`src/rtl/mem_and_wb_if.sv`:
```
// EX/MEM-to-MEM/WB bus: EX/MEM control/data in, write-back triple, status and counters out.
interface mem_and_wb_if;
    logic        regwrite_in;
    logic        mem_read_in;
    logic        mem_write_in;
    logic        mem_to_reg_in;
    logic [7:0]  alu_result_in;
    logic [7:0]  write_data_in;
    logic [2:0]  rd_address_in;
    logic        regwrite;
    logic [7:0]  write_data;
    logic [2:0]  write_addr;
    logic        mem_busy;
    logic [15:0] load_count;
    logic [15:0] store_count;

    modport master (
        output regwrite_in, mem_read_in, mem_write_in, mem_to_reg_in,
               alu_result_in, write_data_in, rd_address_in,
        input  regwrite, write_data, write_addr, mem_busy, load_count, store_count
    );

    modport slave (
        input  regwrite_in, mem_read_in, mem_write_in, mem_to_reg_in,
               alu_result_in, write_data_in, rd_address_in,
        output regwrite, write_data, write_addr, mem_busy, load_count, store_count
    );
endinterface

```
`src/rtl/mem_and_wb.sv`:
```
// Memory-access / write-back stage with post-reset data-memory clear.
// Optional load/store counters enabled by defining MEMWB_LDST_CNT_EN.
module mem_and_wb #(
    parameter int unsigned DMEM_DEPTH = 256,
    parameter int unsigned DMEM_AW    = 8
) (
    input  logic          clk,
    input  logic          rst,
    mem_and_wb_if.slave   bus
);

    localparam logic [0:0] S_CLEAR = 1'b0;
    localparam logic [0:0] S_RUN   = 1'b1;

    logic [0:0]         state, state_nxt;
    logic [DMEM_AW-1:0] clear_ptr, clear_ptr_nxt;
    logic               clear_last_c;
    logic [DMEM_AW-1:0] addr_c;
    logic [7:0]         mem_rdata_c;
    logic [7:0]         mem [DMEM_DEPTH];

    assign addr_c       = bus.alu_result_in[DMEM_AW-1:0];
    assign mem_rdata_c  = mem[addr_c];
    assign clear_last_c = (clear_ptr == DMEM_AW'(DMEM_DEPTH - 1));

    // State register
    always_ff @(posedge clk) begin
        if (rst) begin
            state     <= S_CLEAR;
            clear_ptr <= '0;
        end else begin
            state     <= state_nxt;
            clear_ptr <= clear_ptr_nxt;
        end
    end

    // Next-state logic: sweep the memory once, then run
    always_comb begin
        state_nxt     = state;
        clear_ptr_nxt = clear_ptr;
        case (state)
            S_CLEAR: begin
                clear_ptr_nxt = clear_ptr + 1'b1;
                if (clear_last_c) state_nxt = S_RUN;
            end
            S_RUN:   state_nxt = S_RUN;
            default: state_nxt = S_CLEAR;
        endcase
    end

    // Data memory: clear sweep owns the write port until RUN
    always_ff @(posedge clk) begin
        if (!rst) begin
            if (state == S_CLEAR)
                mem[clear_ptr] <= 8'h00;
            else if (bus.mem_write_in)
                mem[addr_c] <= bus.write_data_in;
        end
    end

    // MEM/WB register and busy flag
    always_ff @(posedge clk) begin
        if (rst) begin
            bus.regwrite   <= 1'b0;
            bus.write_data <= 8'h00;
            bus.write_addr <= 3'd0;
            bus.mem_busy   <= 1'b1;
        end else if (state == S_CLEAR) begin
            bus.regwrite   <= 1'b0;
            bus.write_data <= 8'h00;
            bus.write_addr <= 3'd0;
            bus.mem_busy   <= !clear_last_c;
        end else begin
            bus.regwrite   <= bus.regwrite_in;
            bus.write_addr <= bus.rd_address_in;
            bus.write_data <= bus.mem_to_reg_in ? mem_rdata_c : bus.alu_result_in;
            bus.mem_busy   <= 1'b0;
        end
    end

`ifdef MEMWB_LDST_CNT_EN
    // Saturating load/store counters, RUN only
    always_ff @(posedge clk) begin
        if (rst) begin
            bus.load_count  <= 16'h0000;
            bus.store_count <= 16'h0000;
        end else if (state == S_RUN) begin
            if (bus.mem_read_in && (bus.load_count != 16'hFFFF))
                bus.load_count <= bus.load_count + 16'd1;
            if (bus.mem_write_in && (bus.store_count != 16'hFFFF))
                bus.store_count <= bus.store_count + 16'd1;
        end
    end
`else
    logic unused_ok;
    assign unused_ok       = &{1'b0, bus.mem_read_in};
    assign bus.load_count  = 16'h0000;
    assign bus.store_count = 16'h0000;
`endif

endmodule
```
`src/flat_wrapper.sv`:
```
// flat-port wrapper written by rule: the top's interface ports become plain ports
module mem_and_wb_flat 
#(
    parameter int unsigned DMEM_DEPTH = 256,
    parameter int unsigned DMEM_AW    = 8
)
  (clk, rst, bus_regwrite_in, bus_mem_read_in, bus_mem_write_in, bus_mem_to_reg_in, bus_alu_result_in, bus_write_data_in, bus_rd_address_in, bus_regwrite, bus_write_data, bus_write_addr, bus_mem_busy, bus_load_count, bus_store_count);
  mem_and_wb_if bus_i ();
  input  logic clk;
  input  logic rst;
  input wire logic [$bits(bus_i.regwrite_in)-1:0] bus_regwrite_in;
  input wire logic [$bits(bus_i.mem_read_in)-1:0] bus_mem_read_in;
  input wire logic [$bits(bus_i.mem_write_in)-1:0] bus_mem_write_in;
  input wire logic [$bits(bus_i.mem_to_reg_in)-1:0] bus_mem_to_reg_in;
  input wire logic [$bits(bus_i.alu_result_in)-1:0] bus_alu_result_in;
  input wire logic [$bits(bus_i.write_data_in)-1:0] bus_write_data_in;
  input wire logic [$bits(bus_i.rd_address_in)-1:0] bus_rd_address_in;
  output wire logic [$bits(bus_i.regwrite)-1:0] bus_regwrite;
  output wire logic [$bits(bus_i.write_data)-1:0] bus_write_data;
  output wire logic [$bits(bus_i.write_addr)-1:0] bus_write_addr;
  output wire logic [$bits(bus_i.mem_busy)-1:0] bus_mem_busy;
  output wire logic [$bits(bus_i.load_count)-1:0] bus_load_count;
  output wire logic [$bits(bus_i.store_count)-1:0] bus_store_count;
  assign bus_i.regwrite_in = bus_regwrite_in;
  assign bus_i.mem_read_in = bus_mem_read_in;
  assign bus_i.mem_write_in = bus_mem_write_in;
  assign bus_i.mem_to_reg_in = bus_mem_to_reg_in;
  assign bus_i.alu_result_in = bus_alu_result_in;
  assign bus_i.write_data_in = bus_write_data_in;
  assign bus_i.rd_address_in = bus_rd_address_in;
  assign bus_regwrite = bus_i.regwrite;
  assign bus_write_data = bus_i.write_data;
  assign bus_write_addr = bus_i.write_addr;
  assign bus_mem_busy = bus_i.mem_busy;
  assign bus_load_count = bus_i.load_count;
  assign bus_store_count = bus_i.store_count;
  mem_and_wb #(.DMEM_DEPTH(DMEM_DEPTH), .DMEM_AW(DMEM_AW)) u_core (.clk(clk), .rst(rst), .bus(bus_i));
endmodule
```
`config.mk`:
```
export PLATFORM = sky130hd
export DESIGN_NAME = mem_and_wb_flat
export DESIGN_NICKNAME = d
export VERILOG_FILES = /design/src/rtl/mem_and_wb_if.sv /design/src/rtl/mem_and_wb.sv /design/src/flat_wrapper.sv
export SDC_FILE = /design/constraint.sdc
export NUM_CORES = 2
export LEC_CHECK = 0
export CAP_MARGIN = 20
export CORE_ASPECT_RATIO = 1.4
export CORE_MARGIN = 10
export CORE_UTILIZATION = 43
export DETAILED_ROUTE_END_ITERATION = 8
export PLACE_DENSITY = 0.6
export SKIP_CTS_REPAIR_TIMING = 1
export SYNTH_ARGS = -nofsm -noshare
export SYNTH_HDL_FRONTEND = slang
export SYNTH_SLANG_ARGS = --single-unit
```
`constraint.sdc`:
```
create_clock -name clk -period 12.2 [get_ports clk]
set_input_delay 3.05 -clock clk [delete_from_list [all_inputs] [get_ports clk]]
set_output_delay 3.05 -clock clk [all_outputs]
set_load 0.02 [all_outputs]
```
==> metrics <==
status=complete, but fails checks; violated checks=max-slew violations; GRT Util Overall=0.209; Post-synth EDFFs=2,048; combinational share of power=0.034; die area=207,000 sq um; Req. time, crit path=12.61 ns; VDD IR max=0.0981 mV; Die Ht=534 um; Most used DFF post-synth=edfxtp_1; CP startpoint kind=input port; maximum number of pins on one net before global-route repair=257; Synth Instances=3,800; unrepaired setup endpoints after global routing=false; Skew-Pair Late Insertion Delay=0.81 ns; Yosys cell types=73; register area share after synthesis=0.763; number of placement rows=188; Die Wd=387 um; dpl hpwl=135,000 um; CP max stage delay=1.11 ns; Congestion Overflow GR=0; fin crit share=0.577; Residual DRC=0; gpl congestion=0.854; Worst Path Max Fanout=21; Switching Share=0.207; initial core utilization=0.433; Total Wirelength=219,000 um; Hold Crit Start=u_core.clear_ptr[1]$_SDFFE_PP0N_; Clock Sinks=2,070; Reg-to-Reg Start=u_core.state$_SDFF_PP0_; total negative setup slack=0 ns; Leakage=0.0314 uW; fraction of registers with async set/reset=0; Final min period=7.04 ns; Starting DRT DRC Count=4,271; TritonCTS clock tree=built; crit-path cells=clkdlybuf4s50_1 > and3b_1 > nand3b_1 > o21ai_1 > nand3_2 > nor2_1; Crit. Startpoint=rst; Final Max Slew Viols=20; sw power=2870 uW; drt wl/cell=33.7 um; clock tree buffer depth=3; number of vias per cell=6.04; final setup fails=0; total of max-cap violations=0; IO buf count=36; clock power share=0.411; Final ANT Viol Nets=0; CTS H-Tree Depth=4; Max Clock Freq=142 MHz; Worst path top cell family by delay=simple AND/OR/NAND/NOR gates; first drt pass iteration count=6; #FFs+latches synth=2,070; I/O pins=70; DP Area=83,800 sq um; Clock transition at path regs=0.07 ns; Reg power frac=0.555; worst slew pin tran=1.51 ns; core area=187,000 sq um; global-route wire length before repair=309,000 um; Final Skew=0.0271 ns; Slew Limit Headroom=-0.00655; CP endpoint kind=flop; Crit Path Category=input port to flop; Hold WC Path Type=flop to flop; layout cells sized above 1=0.223; clk root buf=clkbuf_16; number of global-route vias before repair=40,100; total CTS buffers=181; PwrDens=155 nW/um^2; WP buf/inv=1; Syn. warnings=0; hold violation total from the final report=0; area delta synth->final=10.4%; Hold Slack=0.590 ns; Int Pwr=11,000 uW; CP max stage cell=nor2_1; Syn Area/Cell=21.4 sq um; fin area=89,600 sq um; CP arrival=7.45 ns; synthesized cell area=81,200 sq um; Final nets=3,891; antenna violations before repair=6; total number of vias=39,200
-- cell families (layout without fill, tap and decap cells) --
logic type / Yosys count / count (layout) / synth area share
buf+inv: 266 / 449 / 0.0216
compound gates: 232 / 232 / 0.0207
simple gates: 612 / 612 / 0.0336
other cells: 1 / 34 / 0.0000462
flops: 2070 / 2070 / 0.763
mux: 611 / 611 / 0.160
fa+ha+maj: 1 / 1 / 0.000154
xor+xnor: 7 / 7 / 0.000755
-- cell usage after synthesis, types with 7 or more instances --
cell type / n / share of area
edfxtp_1: 2048 / 0.76
mux4_2: 515 / 0.14
nor2_1: 309 / 0.014
nand2_1: 114 / 0.0053
clkbuf_1: 76 / 0.0035
buf_2: 66 / 0.0041
buf_4: 66 / 0.0061
mux2i_1: 61 / 0.0075
a22oi_1: 55 / 0.0051
nand3_1: 46 / 0.0028
nor3_1: 28 / 0.0017
a21oi_1: 26 / 0.0016
buf_6: 26 / 0.0036
mux4_1: 25 / 0.0081
o21ai_0: 25 / 0.0015
and2_1: 23 / 0.0018
o22ai_1: 23 / 0.0018
dfxtp_1: 22 / 0.0054
or3_1: 14 / 0.0011
nand2b_1: 12 / 0.00092
o221ai_1: 12 / 0.0013
nand3b_1: 11 / 0.0010
nand4_1: 11 / 0.00085
nor4_1: 11 / 0.00085
mux2_2: 10 / 0.0014
buf_8: 9 / 0.0017
nor2b_1: 9 / 0.00069
buf_1: 8 / 0.00037
buf_12: 8 / 0.0020
a221oi_1: 7 / 0.00076
inv_1: 7 / 0.00032
o21ai_1: 7 / 0.00043
-- path summary, 6_finish.rpt --
| check | endpoint | slack, ns | depth (start not counted) |
|---|---|---|---|
| max | u_core.mem[18][0]$_DFFE_PP_ | 5.16 | 6 |
| min | u_core.clear_ptr[1]$_SDFFE_PP0N_ | 0.59 | 2 |
| max reg2reg | u_core.mem[88][6]$_DFFE_PP_ | 7.60 | 5 |
| min reg2reg | u_core.clear_ptr[1]$_SDFFE_PP0N_ | 0.59 | 2 |
-- registers in the layout, indices dropped and copies added, names as in the netlist --
name                   cells
u_core.state               1
u_core.mem              2048
u_core.bus.regwrite        1
u_core.clear_ptr           8
u_core.bus.write_data      8
u_core.bus.write_addr      3
u_core.bus.mem_busy        1
-- layout make-up --
type	instances	area [sq um]
Antenna cell	2	5.00
Clock buffer	238	4850
Clock inverter	94	928
Fill cell	15200	97900
Inverter	7	28.8
Multi-Input combinational cell	1495	17700
Sequential cell	2070	61900
Tap cell	2470	3090
Timing Repair Buffer	110	1010
-- worst reg2reg max path, stage by stage (launching register included) --
cell,delay [ns]
dfxtp_1,0.55
nor2b_2,0.23
nand2_1,0.41
o21ai_1,0.82
nand3_2,1.06
nor2_1,1.14
-- power by group through the flow --
stage	combinational, uW	clock [uW]	sequential, uW
global placement	473	0	7850
finish	474	5700	7700
global route	488	6030	7690
CTS	474	5760	7700
floorplan	314	0	7850
detailed placement	473	0	7850
-- metal layers --
layer	up-vias	wire, um	global-route usage
met5	-	31	0
met4	6	12500	0.104
met3	445	15700	0.0362
met2	1792	112000	0.359
met1	21000	78600	0.254
li1	15900	-	-
-- metrics by stage --
stage	std cells	power, uW	setup slack [ns]	utilization
after floorplan	3831	8160	4.54	-
after global placement	6150	8320	4.26	0.447
after detailed placement	6150	8330	4.22	0.447
after CTS	6482	13900	5.07	0.478
after global routing	6485	14200	5.12	0.478
final	6486	13900	5.16	0.478
-- cell usage in the layout (no fill, tap or decap), drive strengths merged, types with 7 or more instances in the layout --
master         count
clkbuf           238
and2              23
nand2            114
clkdlybuf4s50     29
or3               14
clkinvlp           8
dfxtp             22
nand3             46
mux4             540
o21ai             32
nand4             11
inv               11
nor2b              9
o31ai              7
nor3              28
o221ai            12
mux2i             61
mux2              10
edfxtp          2048
bufinv            16
conb              32
nand3b            11
a22oi             55
a21oi             26
clkinv            66
a221oi             7
a2111oi            9
nand2b            12
nor2             309
o22ai             23
nor4              11
buf               81
o311ai             7
Power figures use the tool's default switching activity.
